===== config.mk =====
export PLATFORM = sky130hd
export DESIGN_NAME = fetch_pc_sequencer_flat
export DESIGN_NICKNAME = d
export VERILOG_FILES = /design/src/rtl/fetch_pc_sequencer_if.sv /design/src/rtl/fetch_pc_sequencer.sv /design/src/flat_wrapper.sv
export SDC_FILE = /design/constraint.sdc
export NUM_CORES = 1
export LEC_CHECK = 0
export ABC_AREA = 1
export CAP_MARGIN = 20
export CORE_MARGIN = 5
export CORE_UTILIZATION = 47
export CTS_BUF_LIST = sky130_fd_sc_hd__clkbuf_2 sky130_fd_sc_hd__clkbuf_4 sky130_fd_sc_hd__clkbuf_8
export CTS_CLUSTER_SIZE = 8
export DETAILED_ROUTE_END_ITERATION = 16
export GPL_TIMING_DRIVEN = 0
export HOLD_SLACK_MARGIN = 0.03
export PLACE_DENSITY_LB_ADDON = 0.05
export SETUP_SLACK_MARGIN = 0.05
export SLEW_MARGIN = 20
export SYNTH_ARGS = -nofsm -noshare
export SYNTH_HDL_FRONTEND = slang
export SYNTH_SLANG_ARGS = --single-unit

===== constraint.sdc =====
create_clock -name clk -period 1.9 [get_ports clk]
set_input_delay 0.38 -clock clk [delete_from_list [all_inputs] [get_ports clk]]
set_output_delay 0.38 -clock clk [all_outputs]
set_load 0.05 [all_outputs]

===== src/rtl/fetch_pc_sequencer_if.sv =====
// fetch_pc_sequencer_if: fetch control/redirect inputs and PC/fetch outputs of the fetch PC sequencer
interface fetch_pc_sequencer_if;
  logic        stall;
  logic        redirect;
  logic [63:0] redirect_pc;
  logic [63:0] pc;
  logic        fetch_valid;
  logic        flush;
  logic [1:0]  state_o;
  logic        trap;
  logic [63:0] epc;
  modport master (output stall, redirect, redirect_pc, input pc, fetch_valid, flush, state_o, trap, epc);
  modport slave (input stall, redirect, redirect_pc, output pc, fetch_valid, flush, state_o, trap, epc);
endinterface


===== src/rtl/fetch_pc_sequencer.sv =====
// fetch_pc_sequencer: boot/sequential/stall/redirect fetch PC sequencer; define PC_TRAP_EN to trap misaligned redirects
module fetch_pc_sequencer #(
  parameter logic [63:0] RESET_VEC = 64'h0000_0000_0040_0000,
  parameter logic [63:0] TRAP_VEC  = 64'h0000_0000_0000_0700,
  parameter logic [63:0] PC_STEP   = 64'd4
) (
  input logic clk,
  input logic rst,
  fetch_pc_sequencer_if.slave s
);
  typedef enum logic [1:0] {BOOT = 2'd0, RUN = 2'd1, HOLD = 2'd2, REDIR = 2'd3} state_t;
  state_t state, state_d;
  logic [63:0] pc, pc_d, tgt;
  logic flush, flush_d, take;
`ifdef PC_TRAP_EN
  logic trap, trap_d, mis;
  logic [63:0] epc, epc_d;
`endif
  // Next state, next pc and pulse outputs; redirect beats stall beats sequential outside BOOT
  always_comb begin
    take = (state != BOOT) && s.redirect;
`ifdef PC_TRAP_EN
    mis = |s.redirect_pc[1:0];
    tgt = mis ? TRAP_VEC : s.redirect_pc;
    trap_d = take && mis;
    epc_d = trap_d ? s.redirect_pc : epc;
`else
    tgt = s.redirect_pc & ~64'd3;
`endif
    flush_d = take;
    state_d = state == BOOT ? (s.stall ? HOLD : RUN) : take ? REDIR : s.stall ? HOLD : RUN;
    pc_d = take ? tgt : (state == BOOT || state == REDIR || s.stall) ? pc : pc + PC_STEP;
  end
  // State, pc and pulse registers with asynchronous active-low reset
  always_ff @(posedge clk or negedge rst) begin
    if (!rst) begin
      state <= BOOT;
      pc <= RESET_VEC;
      flush <= 1'b0;
`ifdef PC_TRAP_EN
      trap <= 1'b0;
      epc <= '0;
`endif
    end else begin
      state <= state_d;
      pc <= pc_d;
      flush <= flush_d;
`ifdef PC_TRAP_EN
      trap <= trap_d;
      epc <= epc_d;
`endif
    end
  end
  assign s.pc = pc;
  assign s.flush = flush;
  assign s.state_o = state;
  assign s.fetch_valid = state == RUN || state == HOLD;
`ifdef PC_TRAP_EN
  assign s.trap = trap;
  assign s.epc = epc;
`else
  assign s.trap = 1'b0;
  assign s.epc = '0;
`endif
endmodule

===== src/flat_wrapper.sv =====
// flat-port wrapper written by rule: the top's interface ports become plain ports
module fetch_pc_sequencer_flat 
#(
  parameter logic [63:0] RESET_VEC = 64'h0000_0000_0040_0000,
  parameter logic [63:0] TRAP_VEC  = 64'h0000_0000_0000_0700,
  parameter logic [63:0] PC_STEP   = 64'd4
)
  (clk, rst, s_stall, s_redirect, s_redirect_pc, s_pc, s_fetch_valid, s_flush, s_state_o, s_trap, s_epc);
  fetch_pc_sequencer_if s_i ();
  input logic clk;
  input logic rst;
  input wire logic [$bits(s_i.stall)-1:0] s_stall;
  input wire logic [$bits(s_i.redirect)-1:0] s_redirect;
  input wire logic [$bits(s_i.redirect_pc)-1:0] s_redirect_pc;
  output wire logic [$bits(s_i.pc)-1:0] s_pc;
  output wire logic [$bits(s_i.fetch_valid)-1:0] s_fetch_valid;
  output wire logic [$bits(s_i.flush)-1:0] s_flush;
  output wire logic [$bits(s_i.state_o)-1:0] s_state_o;
  output wire logic [$bits(s_i.trap)-1:0] s_trap;
  output wire logic [$bits(s_i.epc)-1:0] s_epc;
  assign s_i.stall = s_stall;
  assign s_i.redirect = s_redirect;
  assign s_i.redirect_pc = s_redirect_pc;
  assign s_pc = s_i.pc;
  assign s_fetch_valid = s_i.fetch_valid;
  assign s_flush = s_i.flush;
  assign s_state_o = s_i.state_o;
  assign s_trap = s_i.trap;
  assign s_epc = s_i.epc;
  fetch_pc_sequencer #(.RESET_VEC(RESET_VEC), .TRAP_VEC(TRAP_VEC), .PC_STEP(PC_STEP)) u_core (.clk(clk), .rst(rst), .s(s_i));
endmodule

==> impl_metrics.csv, run 1 <==
group,metric,value,unit
status,status,"completed",
worst_setup_path,crit_chain,"buf_4, clkdlybuf4s15_2",
yosys,synth_seq_cells,65,
global_routing,grt_max_degree,45,
power,cellLeakagePower,4.07,nW
yosys,synth_edf_count,0,
place,placed_cell_area,7550,um^2
final_layout,fillerInstances,1161,
sta,tightest_slew,637,ps
global_routing,grt_pass1_vias,6339,
route,firstDrtPassIters,5,
floorplanning,initial_core_util,47.9,%
place,routabilityCongestion,1.00,
floorplanning,dieWidth,121,um
sta,rsz0062_at_grt,"yes",
sta,finalCritPeriodShare,97.2,%
clock_tree,cts_root_buf,"clkbuf_8",
worst_setup_path,required,1520,ps
clock_tree,cts_max_level,3,
yosys,synthFlopType,"dfrtp_1",
place,portBuffers,131,
route,post-route-drc-count,0,
yosys,yosysUniqueCellTypes,34,
sta,slew_viol_final,0,
global_routing,grt_pass1_wl,33600,um
floorplanning,die_y,121,um
worst_setup_path,cp_top_family,"flip-flops",
place,dp.cells,1295,
sta,finalClockSkew,11.3,ps
sta,relSlewSlack,57.5,%
route,drt_iter0_drc,691,
route,ant_nets,0,
worst_setup_path,worst-path-buf-inv,2,
route,vias,6820,
yosys,netlist.area_leader.share,27.8,%
yosys,yosys_warnings,0,
worst_setup_path,cp_slowest_cell,"dfstp_2",
clock_tree,cts.path.max_buffers,2,
yosys,synth_common_cells,"nand2_1 (283), nor2_1 (148), inv_1 (114)",
worst_setup_path,path_max_fanout,5,
final_layout,nNetsFinal,1250,
yosys,yosys.area.top_type,"dfrtp_1",
sta,fin_tns_setup,0,ps
sta,min_period,1850,ps
yosys,synth_most_common_cell,"nand2_1",
yosys,synthesis.area,5760,um^2
clock_tree,clk_pin_slew,80,ps
sta,hold_viol,0,
worst_hold_path,hold_path.class,"primary input to asynchronous set/reset pin",
floorplanning,io_pins,201,
route,routedWlPerCell,16.4,um
route,routed_wl,21900,um
yosys,seq_area_frac_synth,28.3,%
final_layout,layout.cells.non_filler,1332,
floorplanning,core,12000,um^2
floorplanning,dieArea,14600,um^2
sta,fmax,541,MHz
yosys,synth_area_per_cell,6.06,um^2
clock_tree,cts_tree,"done",
sta,fin_hold_ws,441,ps
final_layout,final_layout_size_suffix_gt1_share,19.4,%
worst_setup_path,crit_path_max_incr_delay,600,ps
place,post-dp-hpwl,16700,um
final_layout,design_area,8150,um^2
clock_tree,clk-insertion-delay-late,370,ps
route,route.detailed.vias_per_inst,5.12,
power,irDropWorstVdd,0.000424,V
global_routing,antenna_found_initial,0,
power,p_total,6.34,mW
worst_setup_path,crit_type,"register to primary output",
job,drv_cap,0,
global_routing,grt.total_usage,29.7,%
global_routing,grt_overflow,0,
clock_tree,cts_made_buffers,9,
worst_setup_path,crit_path_start_kind,"register",
worst_setup_path,cp.arrival,1470,ps
yosys,synthArstFlopShare,100,%
final_layout,n_antenna_cell,0,
clock_tree,clock-sinks,65,
power,power-per-cell-area,778,nW/um^2
yosys,netlist_top_cells_area,"dfrtp_1 (28%), nand2_1 (18%), nor2_1 (9.7%), buf_4 (9.1%), inv_1 (7.4%)",
floorplanning,rows,40,
yosys,syn_inst,950,
worst_setup_path,end_kind,"primary output",
sta,setup_violations,0,
final_layout,area_delta_synth_final,41.6,%
cell usage in the layout, fill, tap and decap left out, types with 12 or more instances in the layout:
master           count
nand2_1            270
nor2_1             119
inv_1              113
buf_4               89
nand3_1             70
o21ai_0             67
conb_1              67
clkdlybuf4s50_1     64
dlygate4sd2_1       62
dfrtp_1             43
nor2_2              23
nand4_1             22
dfrtp_2             21
nor2_4              19
nand2_2             19
a21oi_1             14
o21ai_1             13
clkbuf_2            12
routing by layer:
metal	vias to the layer above	global-route usage (%)	share of wire, %
met4	0	10.5	2.4
met1	3100	41.3	43
met3	28	5.10	9.2
met5	-	0	0
li1	3337	-	-
met2	355	46.5	45
worst paths after layout:
| path | start | cells past startpoint | endpoint | slack [ps] |
|---|---|---|---|---|
| min in group clk | s_stall | 2 | u_core.s.state_o[0]$_DFF_PN0_ | 520 |
| max in group asynchronous | rst | 3 | u_core.s.pc[22]$_DFFE_PN1P_ | 880 |
| setup reg to reg | u_core.s.pc[3]$_DFFE_PN0P_ | 10 | u_core.s.pc[55]$_DFFE_PN0P_ | 90 |
| setup / recovery | u_core.s.pc[22]$_DFFE_PN1P_ | 2 | s_pc[22] | 50 |
| hold / removal | rst | 2 | u_core.s.flush$_DFF_PN0_ | 440 |
| hold reg to reg | u_core.s.pc[61]$_DFFE_PN0P_ | 2 | u_core.s.pc[61]$_DFFE_PN0P_ | 570 |
final cells by class:
cell class                      instances  area [um^2]  share of cell area [%]
Buffer                                 93          667                    8.18
Clock buffer                           11          145                    1.78
Clock inverter                          5          103                    1.26
Inverter                              115          432                    5.30
Multi-Input combinational cell        743         3520                    43.2
Sequential cell                        65         1650                    20.3
Tap cell                              147          184                    2.26
Timing Repair Buffer                  153         1440                    17.7
where the power goes:
group          total (mW)  switching, mW  internal, mW
combinational        2.82           1.99         0.827
clock                1.56          0.638         0.921
sequential           1.96          0.363          1.60
total                6.34           2.99          3.35
flip-flops by register name, summed over array words and instances (netlist names):
register          flops
u_core.s.state_o      2
u_core.s.flush        1
u_core.s.pc          62
kinds of logic after synthesis:
family / share of synthesized area (%)
buffers and inverters: 18.3
AND/OR/NAND/NOR: 42.0
AO/OA/AOI/OAI: 10.8
adder cells (fa/ha/maj): 0.435
other: 0.0652
flip-flops: 28.3
XOR/XNOR: 0.152
per-stage QoR:
stage / setup slack [ps] / utilization [%]
5_1_grt: -11.9 / 67.8
6_report: 53.3 / 67.8
4_1_cts: 53.4 / 65.4
3_5_place_dp: -380 / 62.8
3_3_place_gp: -2120 / 62.6
2_1_floorplan: 44.6 / -
repair_timing:
action,CTS,global route
hold endpoints to repair,21,0
buffers inserted,6,14
hold buffers,1,0
resized for setup,101,85
pin swaps,3,11
endpoints found under the setup margin,125,62
No activity file was read; power rests on OpenSTA's default activity.
==> run 2: changes to the inputs <==
- ABC_AREA: 1 -> default
- CORE_UTILIZATION: 47 -> 43
- CTS_CLUSTER_DIAMETER: default -> 150
- HOLD_SLACK_MARGIN: 0.03 -> 0.02
==> run 2 against run 1 <==
Against the previous run: cell area fell by 9.2%; critical path type is now register to register; hold slack got worse by 23 ps; total power decreased by 18%; synthesized cell count is 46% lower; highest routed layer unchanged; sequential cell count did not move; first-iteration DRC count shrank 49%; worst setup slack worse by 400 ps; the flow now finishes with violations (negative setup slack); synthesized area down 25%; sequential share of layout area up 2.2 points; fmax down 18%; die area down 17%; combinational power decreased by 30%.
==> impl_metrics.csv, run 2 <==
group,metric,value,unit
status,status,"complete, but fails checks",
status,violations,"negative setup slack",
route,route.detailed.vias_per_inst,5.33,
sta,tightest_slew,644,ps
worst_setup_path,required,2170,ps
global_routing,antenna_found_initial,0,
clock_tree,cts_max_level,3,
final_layout,max_flop_register,"u_core.s.pc",
yosys,synth_seq_cells,65,
final_layout,layout_commonest_cell,"buf_4",
global_routing,globalRouteMet3Util,6.35,%
sta,fmax,445,MHz
route,firstDrtPassIters,7,
floorplanning,initial_core_util,44.2,%
sta,setup_violations,53,
yosys,synthFlopType,"dfrtp_1",
clock_tree,clk_pin_slew,80,ps
floorplanning,rows,36,
route,ant_nets,0,
final_layout,multiInputGateArea,2740,um^2
yosys,synth_most_common_cell,"buf_4",
yosys,synthesis.area,4320,um^2
final_layout,final_layout_size_suffix_gt1_share,33.0,%
worst_setup_path,end_kind,"register",
yosys,seq_area_frac_synth,37.7,%
sta,fin_tns_setup,-8890,ps
worst_setup_path,path_max_fanout,3,
global_routing,grt_use_met2,44.9,%
power,power-per-cell-area,701,nW/um^2
yosys,yosys.area.top_type,"dfrtp_1",
power,irDropWorstVdd,0.000429,V
yosys,netlist_top_cells_area,"dfrtp_1 (37%), buf_4 (12%), o21ai_0 (5.1%), nand2_1 (5.0%), nand4_1 (4.5%)",
global_routing,grt_max_degree,52,
floorplanning,core,9770,um^2
route,routedWlPerCell,17.7,um
worst_setup_path,cp.arrival,2520,ps
place,dp.cells,848,
final_layout,layout.cells.non_filler,934,
sta,setup_ws,-349,ps
worst_setup_path,crit_type,"register to register",
final_layout,nNetsFinal,866,
yosys,synth_common_cells,"buf_4 (67), dfrtp_1 (64), nand2_1 (58)",
worst_hold_path,hold_path.class,"primary input to asynchronous set/reset pin",
place,placed_cell_area,6210,um^2
final_layout,design_area,7400,um^2
final_layout,area_delta_synth_final,71.3,%
route,routed_wl,16500,um
floorplanning,dieArea,12100,um^2
place,post-dp-hpwl,11200,um
floorplanning,dieWidth,110,um
clock_tree,cts_root_buf,"clkbuf_8",
final_layout,fillerInstances,723,
power,cellLeakagePower,3.34,nW
yosys,synth_edf_count,0,
place,portBuffers,131,
clock_tree,cts_made_buffers,9,
global_routing,grt_pass1_vias,5055,
final_layout,n_antenna_cell,0,
job,drv_cap,0,
worst_setup_path,r2r_start,"u_core.s.pc[39]$_DFFE_PN0P_",
route,post-route-drc-count,0,
yosys,syn_inst,517,
worst_setup_path,r2r_slack,-350,ps
sta,relSlewSlack,57.0,%
global_routing,grt_busiest_layer,"met2",
worst_setup_path,crit_path_start_kind,"register",
floorplanning,io_pins,201,
final_layout,largest_reg_flops,62,
clock_tree,clk-insertion-delay-late,350,ps
global_routing,grt_overflow,0,
clock_tree,cts_tree,"done",
route,vias,4975,
sta,finalClockSkew,12.4,ps
sta,slew_viol_final,0,
floorplanning,die_y,110,um
yosys,netlist.area_leader.share,37.1,%
worst_setup_path,rr_endpoint,"u_core.s.pc[63]$_DFFE_PN0P_",
global_routing,grt_pass1_wl,25100,um
worst_setup_path,rr_worst_depth,6,
clock_tree,clock-sinks,65,
sta,rsz0062_at_grt,"yes",
sta,min_period,2250,ps
final_layout,seqCellArea,1670,um^2
final_layout,fin_util,75.7,%
global_routing,met1_usage,32.7,%
worst_setup_path,cp-startpoint,"u_core.s.pc[39]$_DFFE_PN0P_",
place,routabilityCongestion,0.912,
final_layout,final_cell_mix,"buf_4 (106), conb_1 (67), clkdlybuf4s50_1 (64)",
sta,hold_viol,0,
sta,finalCritPeriodShare,118,%
yosys,yosys_warnings,0,
yosys,synth_area_per_cell,8.35,um^2
route,drt_iter0_drc,354,
yosys,yosysUniqueCellTypes,43,
clock_tree,cts.path.max_buffers,2,
global_routing,grt.total_usage,26.6,%
yosys,synthArstFlopShare,100,%
==> run 2: cell count changes in the layout (fill, tap and decap cells not counted), sizes merged, moves of 10 or more <==
cell,previous run,this run
inv,115,10
or3,0,16
xor2,0,22
nor4,0,12
nand3,74,26
nor2,163,39
a31oi,5,21
buf,97,148
nand2,293,59
or4,0,11
nand4,22,32
o21ai,80,45
xnor2,1,13
==> run 2: what timing repair did <==
action                                  4_1_cts  5_1_grt
cloned                                        1        0
hold buffers                                  1        0
endpoints found under the hold margin        14        0
pin swaps                                    41       30
buffers inserted                             54       18
resized for setup                           155       55
endpoints found under the setup margin      130       66
==> run 2: cell families after synthesis <==
family	Yosys count	share of synthesized area (%)
simple gates	229	28.0
buf+inv	95	14.1
compound gates	86	11.5
flops	65	37.7
xor+xnor	35	7.10
mux	4	0.985
fa+ha+maj	2	0.579
other cells	1	0.0868
==> run 2: stage by stage <==
| step | setup slack [ps] | power (mW) | hold slack [ps] |
|---|---|---|---|
| global route | -394 | 5.38 | 451 |
| detailed placement | -1030 | 3.71 | 259 |
| CTS | -360 | 5.11 | 420 |
| finish | -349 | 5.19 | 418 |
| global placement | -2110 | 3.68 | 557 |
| floorplan | -550 | 3.06 | 84.4 |
==> run 2: power by group <==
group	leakage (nW)	total (mW)	internal [mW]	switching (mW)
Sequential	0.723	1.80	1.55	0.247
Clock	0.123	1.44	0.847	0.589
Combinational	2.49	1.96	0.624	1.33
Total	3.34	5.19	3.02	2.17
==> run 2: cell type report <==
| cell class | count | share of cell area, % |
|---|---|---|
| flip-flops and latches | 65 | 22.5 |
| clock inverters | 4 | 0.998 |
| inverters | 11 | 0.609 |
| clock buffers | 12 | 2.23 |
| repair buffers | 203 | 25.9 |
| well taps | 133 | 2.25 |
| plain buffers | 83 | 8.39 |
| multi-input cells | 423 | 37.1 |
==> run 2: routing by layer <==
layer  share of wire (%)  wire length (um)  vias to the layer above
met1                  39              6470                     2351
met4                 3.4               558                        0
met3                 8.9              1470                       62
met2                  49              8040                      277
met5                   0                 0                        -
li1                    -                 -                     2285
==> run 2: worst max path at each step <==
stage                                        endpoint  depth (start not counted)  slack, ps
after global placement    u_core.s.pc[30]$_DFFE_PN0P_                          1      -2110
after global routing      u_core.s.pc[59]$_DFFE_PN0P_                          9       -390
after floorplan           u_core.s.pc[45]$_DFFE_PN0P_                          8       -550
final                     u_core.s.pc[63]$_DFFE_PN0P_                          6       -350
after CTS                 u_core.s.pc[63]$_DFFE_PN0P_                          6       -360
after detailed placement  u_core.s.pc[41]$_DFFE_PN0P_                          7      -1030
==> run 2: worst max-delay path, cell delays in order, from the launching register on <==
cell and delay (ps):
dfrtp_2 400, nand4_4 110, or4_4 540, buf_6 140, or3_4 320, or4_1 470
a31oi_1 180
